## src/rtl/bus_arb_pkg.sv

```systemverilog
// Shared types and helpers for the N-requester bus arbiter.
// State encodings plus width helpers used by the top and picker.
package bus_arb_pkg;

    typedef enum logic [1:0] {
        ARB_IDLE  = 2'b00,
        ARB_GRANT = 2'b01,
        ARB_TURN  = 2'b10
    } arb_state_e;

    function automatic int idx_w(input int n);
        return (n < 2) ? 1 : $clog2(n);
    endfunction

    function automatic int cnt_w(input int m);
        return (m < 1) ? 1 : $clog2(m + 1);
    endfunction

endpackage

```

## src/rtl/bus_arb_n_rr_pick.sv

```systemverilog
// Combinational rotating-priority picker for the bus arbiter.
// Masked requesters lose only while an unmasked competitor exists.
module rr_pick #(
    parameter int N = 4,
    parameter int W = 2
) (
    input  logic [N-1:0] req,
    input  logic [N-1:0] mask,
    input  logic [W-1:0] ptr,
    input  logic         mode,
    output logic         hit,
    output logic [W-1:0] idx
);

    logic [N-1:0] eff;
    logic         found;
    int           start;
    int           j;

    // Scan from the start point, wrapping, and take the first eligible bit.
    always_comb begin
        eff = req & ~mask;
        if (eff == '0) begin
            eff = req;
        end
        start = 0;
        if (mode && (int'(ptr) < N)) begin
            start = int'(ptr);
        end
        hit   = |req;
        idx   = '0;
        found = 1'b0;
        j     = 0;
        for (int i = 0; i < N; i++) begin
            j = start + i;
            if (j >= N) begin
                j = j - N;
            end
            if (!found && eff[W'(j)]) begin
                found = 1'b1;
                idx   = W'(j);
            end
        end
    end

endmodule

```

## src/rtl/bus_arb_n.sv

```systemverilog
// N-requester shared-bus arbiter with turnaround and tenure limit.
// Registered grant/grant_id drive the bus mux select directly.
module bus_arb_n
    import bus_arb_pkg::*;
#(
    parameter int N_REQ    = 4,
    parameter int MAX_HOLD = 0
) (
    input  logic                      clk,
    input  logic                      reset_n,
    input  logic [N_REQ-1:0]          breq,
    input  logic                      rr_mode,
    output logic [N_REQ-1:0]          grant,
    output logic [idx_w(N_REQ)-1:0]   grant_id,
    output logic                      bus_busy,
    output logic                      preempt
);

    localparam int IW = idx_w(N_REQ);
    localparam int HW = cnt_w(MAX_HOLD);
    localparam logic [HW-1:0] HOLD_LAST =
        HW'((MAX_HOLD > 0) ? MAX_HOLD - 1 : 0);
    localparam logic [IW-1:0] ID_LAST = IW'(N_REQ - 1);

    arb_state_e        state_q;
    arb_state_e        state_d;
    logic [N_REQ-1:0]  grant_d;
    logic [IW-1:0]     id_d;
    logic              busy_d;
    logic              preempt_d;
    logic [HW-1:0]     hold_q;
    logic [HW-1:0]     hold_d;
    logic [IW-1:0]     ptr_q;
    logic [IW-1:0]     ptr_d;
    logic [N_REQ-1:0]  mask_q;
    logic [N_REQ-1:0]  mask_d;

    logic              pick_hit;
    logic [IW-1:0]     pick_idx;
    logic [IW-1:0]     ptr_nxt;
    logic [N_REQ-1:0]  grant_sel;
    logic              owner_req;
    logic              others_req;
    logic              at_limit;

    rr_pick #(
        .N (N_REQ),
        .W (IW)
    ) u_pick (
        .req  (breq),
        .mask (mask_q),
        .ptr  (ptr_q),
        .mode (rr_mode),
        .hit  (pick_hit),
        .idx  (pick_idx)
    );

    assign ptr_nxt    = (pick_idx == ID_LAST) ? '0 : pick_idx + 1'b1;
    assign owner_req  = breq[grant_id];
    assign others_req = |(breq & ~grant);
    assign at_limit   = (MAX_HOLD != 0) && (hold_q == HOLD_LAST);

    // One-hot decode of the picker's winner.
    always_comb begin
        grant_sel           = '0;
        grant_sel[pick_idx] = 1'b1;
    end

    // Next state and next registered outputs; every ownership change
    // passes through TURN so the bus always sees a dead cycle.
    always_comb begin
        state_d   = state_q;
        grant_d   = grant;
        id_d      = grant_id;
        preempt_d = 1'b0;
        hold_d    = hold_q;
        ptr_d     = ptr_q;
        mask_d    = mask_q;
        case (state_q)
            ARB_IDLE: begin
                if (pick_hit) begin
                    state_d = ARB_GRANT;
                    grant_d = grant_sel;
                    id_d    = pick_idx;
                    hold_d  = '0;
                    ptr_d   = ptr_nxt;
                end
            end
            ARB_GRANT: begin
                if (!owner_req) begin
                    state_d = ARB_TURN;
                    grant_d = '0;
                end else if (at_limit && others_req) begin
                    state_d   = ARB_TURN;
                    grant_d   = '0;
                    preempt_d = 1'b1;
                    mask_d    = grant;
                end else if (hold_q != HOLD_LAST) begin
                    hold_d = hold_q + 1'b1;
                end
            end
            ARB_TURN: begin
                mask_d = '0;
                if (pick_hit) begin
                    state_d = ARB_GRANT;
                    grant_d = grant_sel;
                    id_d    = pick_idx;
                    hold_d  = '0;
                    ptr_d   = ptr_nxt;
                end else begin
                    state_d = ARB_IDLE;
                end
            end
            default: begin
                state_d = ARB_IDLE;
                grant_d = '0;
                mask_d  = '0;
                hold_d  = '0;
            end
        endcase
        busy_d = |grant_d;
    end

    // State, bookkeeping and output registers.
    always_ff @(posedge clk or negedge reset_n) begin
        if (!reset_n) begin
            state_q  <= ARB_IDLE;
            grant    <= '0;
            grant_id <= '0;
            bus_busy <= 1'b0;
            preempt  <= 1'b0;
            hold_q   <= '0;
            ptr_q    <= '0;
            mask_q   <= '0;
        end else begin
            state_q  <= state_d;
            grant    <= grant_d;
            grant_id <= id_d;
            bus_busy <= busy_d;
            preempt  <= preempt_d;
            hold_q   <= hold_d;
            ptr_q    <= ptr_d;
            mask_q   <= mask_d;
        end
    end

endmodule

```

## config.mk

```make
export PLATFORM = sky130hd
export DESIGN_NAME = bus_arb_n
export DESIGN_NICKNAME = d
export VERILOG_FILES = /design/src/rtl/bus_arb_pkg.sv /design/src/rtl/bus_arb_n_rr_pick.sv /design/src/rtl/bus_arb_n.sv
export SDC_FILE = /design/constraint.sdc
export NUM_CORES = 1
export LEC_CHECK = 0
export CAP_MARGIN = 20
export CELL_PAD_IN_SITES_DETAIL_PLACEMENT = 1
export CELL_PAD_IN_SITES_GLOBAL_PLACEMENT = 2
export CORE_AREA = 2 2 59 61
export DETAILED_ROUTE_END_ITERATION = 10
export DIE_AREA = 0 0 61 63
export PLACE_DENSITY_LB_ADDON = 0.12
export SYNTH_ARGS = -nofsm -noshare
export SYNTH_HDL_FRONTEND = slang
export SYNTH_SLANG_ARGS = --single-unit
```

## constraint.sdc

```tcl
create_clock -name clk -period 2.3 [get_ports clk]
set_input_delay 0.23 -clock clk [delete_from_list [all_inputs] [get_ports clk]]
set_output_delay 0.23 -clock clk [all_outputs]
set_load 0.01 [all_outputs]
```

==> out/results.ini <==
[layout]
design_area_sq_um=1470
num_antenna_cells=0
nNetsFinal=151
drive_above_1_share=0.468
synthToLayoutAreaGrowth_pct=72.6

[pwr]
pwr-share-seq=0.234
clkPwrFrac=0.084
power_switching_w=0.000647
irDropWorstVdd_v=0.000464
design_power_total_w=0.00166
power.share.combinational=0.682
p_sw_frac=0.391
p_per_area_nw_per_um2=1120
leakage_nw=0.641
internal_power_w=0.00101

[synthesis]
yosys_warnings=0
async_flop_share=1.00
ys_seq_area_frac=0.323
synth_fp_nets=101
synth-seq-cells=11
synth-edff-count=0
yosys.cell_types.count=48
syn_inst=90
synth_area_sq_um=853
syn_avg_cell_area_sq_um=9.48
ys.flop_type=dfrtp_1

[timing]
fmax_mhz=393
worst_pin_slew_ns=0.501
period_needed_ns=2.54
finalSetupViolations=1
clock_skew_ns=0.00835
grt_setup_unrepaired=true
finalHoldViolCount=0
timing.hold.ws_ns=0.278
worst_slack_ns=-0.244
period_share=1.11
report.final.slew_viol_count=0
relSlewSlack=0.665

[critical_path]
crit_chain=mux2i_4 -> o2bb2ai_4 -> o221ai_4 -> a21o_1 -> o21ai_1 -> ha_2 -> a22o_1 -> or4_1
start_kind=register
crit_start=ptr_q[1]
critPathCaptureType=register
cp_max_fo=7
r2r-start=ptr_q[1]
criticalPathCategory=register to register
crit_required_ns=2.46
cp_num_buf_inv=0
critPathMaxStageDelay_ns=0.52
crit_slowest_cell=or4_1
cp_top_family=compound AO/OA/AOI/OAI gates
cp.arrival_ns=2.70

[clock_network]
cts.sinks=11
numCtsBuffers=3
path_clk_slew_ns=0.08
cts_tree=done
clk_latency_ns=0.28
root_buffer=clkbuf_4
h-tree-depth=1
clockBufferDepth=2

[floorplan]
die-area_sq_um=3840
core_sq_um=3230
die-width_um=61
start_util=0.264
fp-row-count=21
dieHeight_um=63
ios=15

[placed_design]
place_ws_ns=-0.510
io_buffers=13
hpwl_mm=2.00
dpl_cell_area_sq_um=1230
place.gp.congestion=0.799

[global_routing]
grt_pass1_wl_mm=4.32
antenna_found_initial=0
grt_overflow=0
grt_pass1_vias=920
grt_max_degree=12
grt_usage=0.151

[min_path]
hold_class=input port to async pin

[route]
drc=0
antenna_left=0
routed_wl_mm=2.81
viasPerCell=4.89
vias=905
firstDrtPassIters=4
wl_per_cell_um=15.2
drtIter0Drc=11

[outcome]
status=finished, violations left
violations=negative setup slack

[job]
cap_viol_max_count=0

## what timing repair did
item                                    in CTS  in global routing
setup buffers                                5                  4
endpoints found under the setup margin       1                  1
pin swaps                                    6                 12
gates resized for setup                     11                 17
endpoints found under the hold margin        0                  0
hold buffers                                 0                  0
## cell usage after synthesis (3+ instances only)
master   instances  area share
a21oi_1          3       0.018
nand2_1          6       0.026
dfrtp_1         11        0.32
nor2_1           5       0.022
mux2i_1          4       0.047
ha_1             4       0.059
o21ai_1          4       0.023
## kinds of logic (layout without fill, tap and decap cells)
| logic type | Yosys count | count (layout) | share of synthesized area |
|---|---|---|---|
| compound gates | 27 | 27 | 0.229 |
| flops | 11 | 11 | 0.323 |
| buf+inv | 8 | 57 | 0.0572 |
| mux | 6 | 6 | 0.0865 |
| other cells | 1 | 1 | 0.00439 |
| fa+ha+maj | 4 | 4 | 0.0587 |
| simple gates | 33 | 33 | 0.242 |
## metal layers
metal	routed length [um]	track usage
met4	40	0.0516
met5	0	0
met3	75	0.0393
met1	1400	0.220
met2	1300	0.212
## final cells by class
class                   count  area (sq um)
repair buffers             50           420
multi-input cells          71           679
well taps                  46          57.6
fillers                   379          1760
flip-flops and latches     11           278
inverters                   3          11.3
clock buffers               4          26.3
## power by group through the flow
| stage | clock network, W | registers [W] | logic, W |
|---|---|---|---|
| CTS | 0.000146 | 0.000382 | 0.000982 |
| global route | 0.000158 | 0.000399 | 0.00122 |
| finish | 0.000139 | 0.000388 | 0.00113 |
| global placement | 0 | 0.000391 | 0.000851 |
| detailed placement | 0 | 0.000394 | 0.000854 |
| floorplan | 0 | 0.000370 | 0.000486 |
## through the flow
step,instances,setup TNS (ns),utilization
2_1_floorplan,90,-0.0445,-
3_3_place_gp,172,-0.767,0.381
3_5_place_dp,172,-0.754,0.381
4_1_cts,181,-0.224,0.412
5_1_grt,185,-0.413,0.456
6_report,185,-0.244,0.456
## sequential cells by signal (all words and copies together) (netlist names)
signal,count
bus_busy,1
grant,4
grant_id,2
ptr_q,2
state_q,2
## cell usage in the layout (no fill, tap or decap), drive strengths merged, types with 2 or more instances in the layout
cell type | Yosys | layout
nand2 | 6 | 6
mux2i | 4 | 4
buf | 3 | 37
clkdlybuf4s50 | 0 | 11
inv | 3 | 3
o21ai | 6 | 6
and2 | 2 | 2
ha | 4 | 4
nand3 | 2 | 2
a221o | 2 | 2
or2 | 3 | 3
nor2b | 2 | 2
clkbuf | 2 | 4
and3 | 2 | 2
or4 | 2 | 2
a21oi | 3 | 3
nor2 | 6 | 6
dlymetal6s2s | 0 | 2
dfrtp | 11 | 11
a21o | 2 | 2
## worst paths after layout
kind	endpoint	slack [ns]	cells after the start
setup / recovery	bus_busy	-0.24	8
setup reg to reg	bus_busy	-0.24	8
hold / removal	grant[3]	0.28	1
max in group asynchronous	ptr_q[0]	1.65	1
min in group clk	state_q[1]	0.50	1
hold reg to reg	state_q[1]	0.50	1
(Power assumes the default switching activity.)
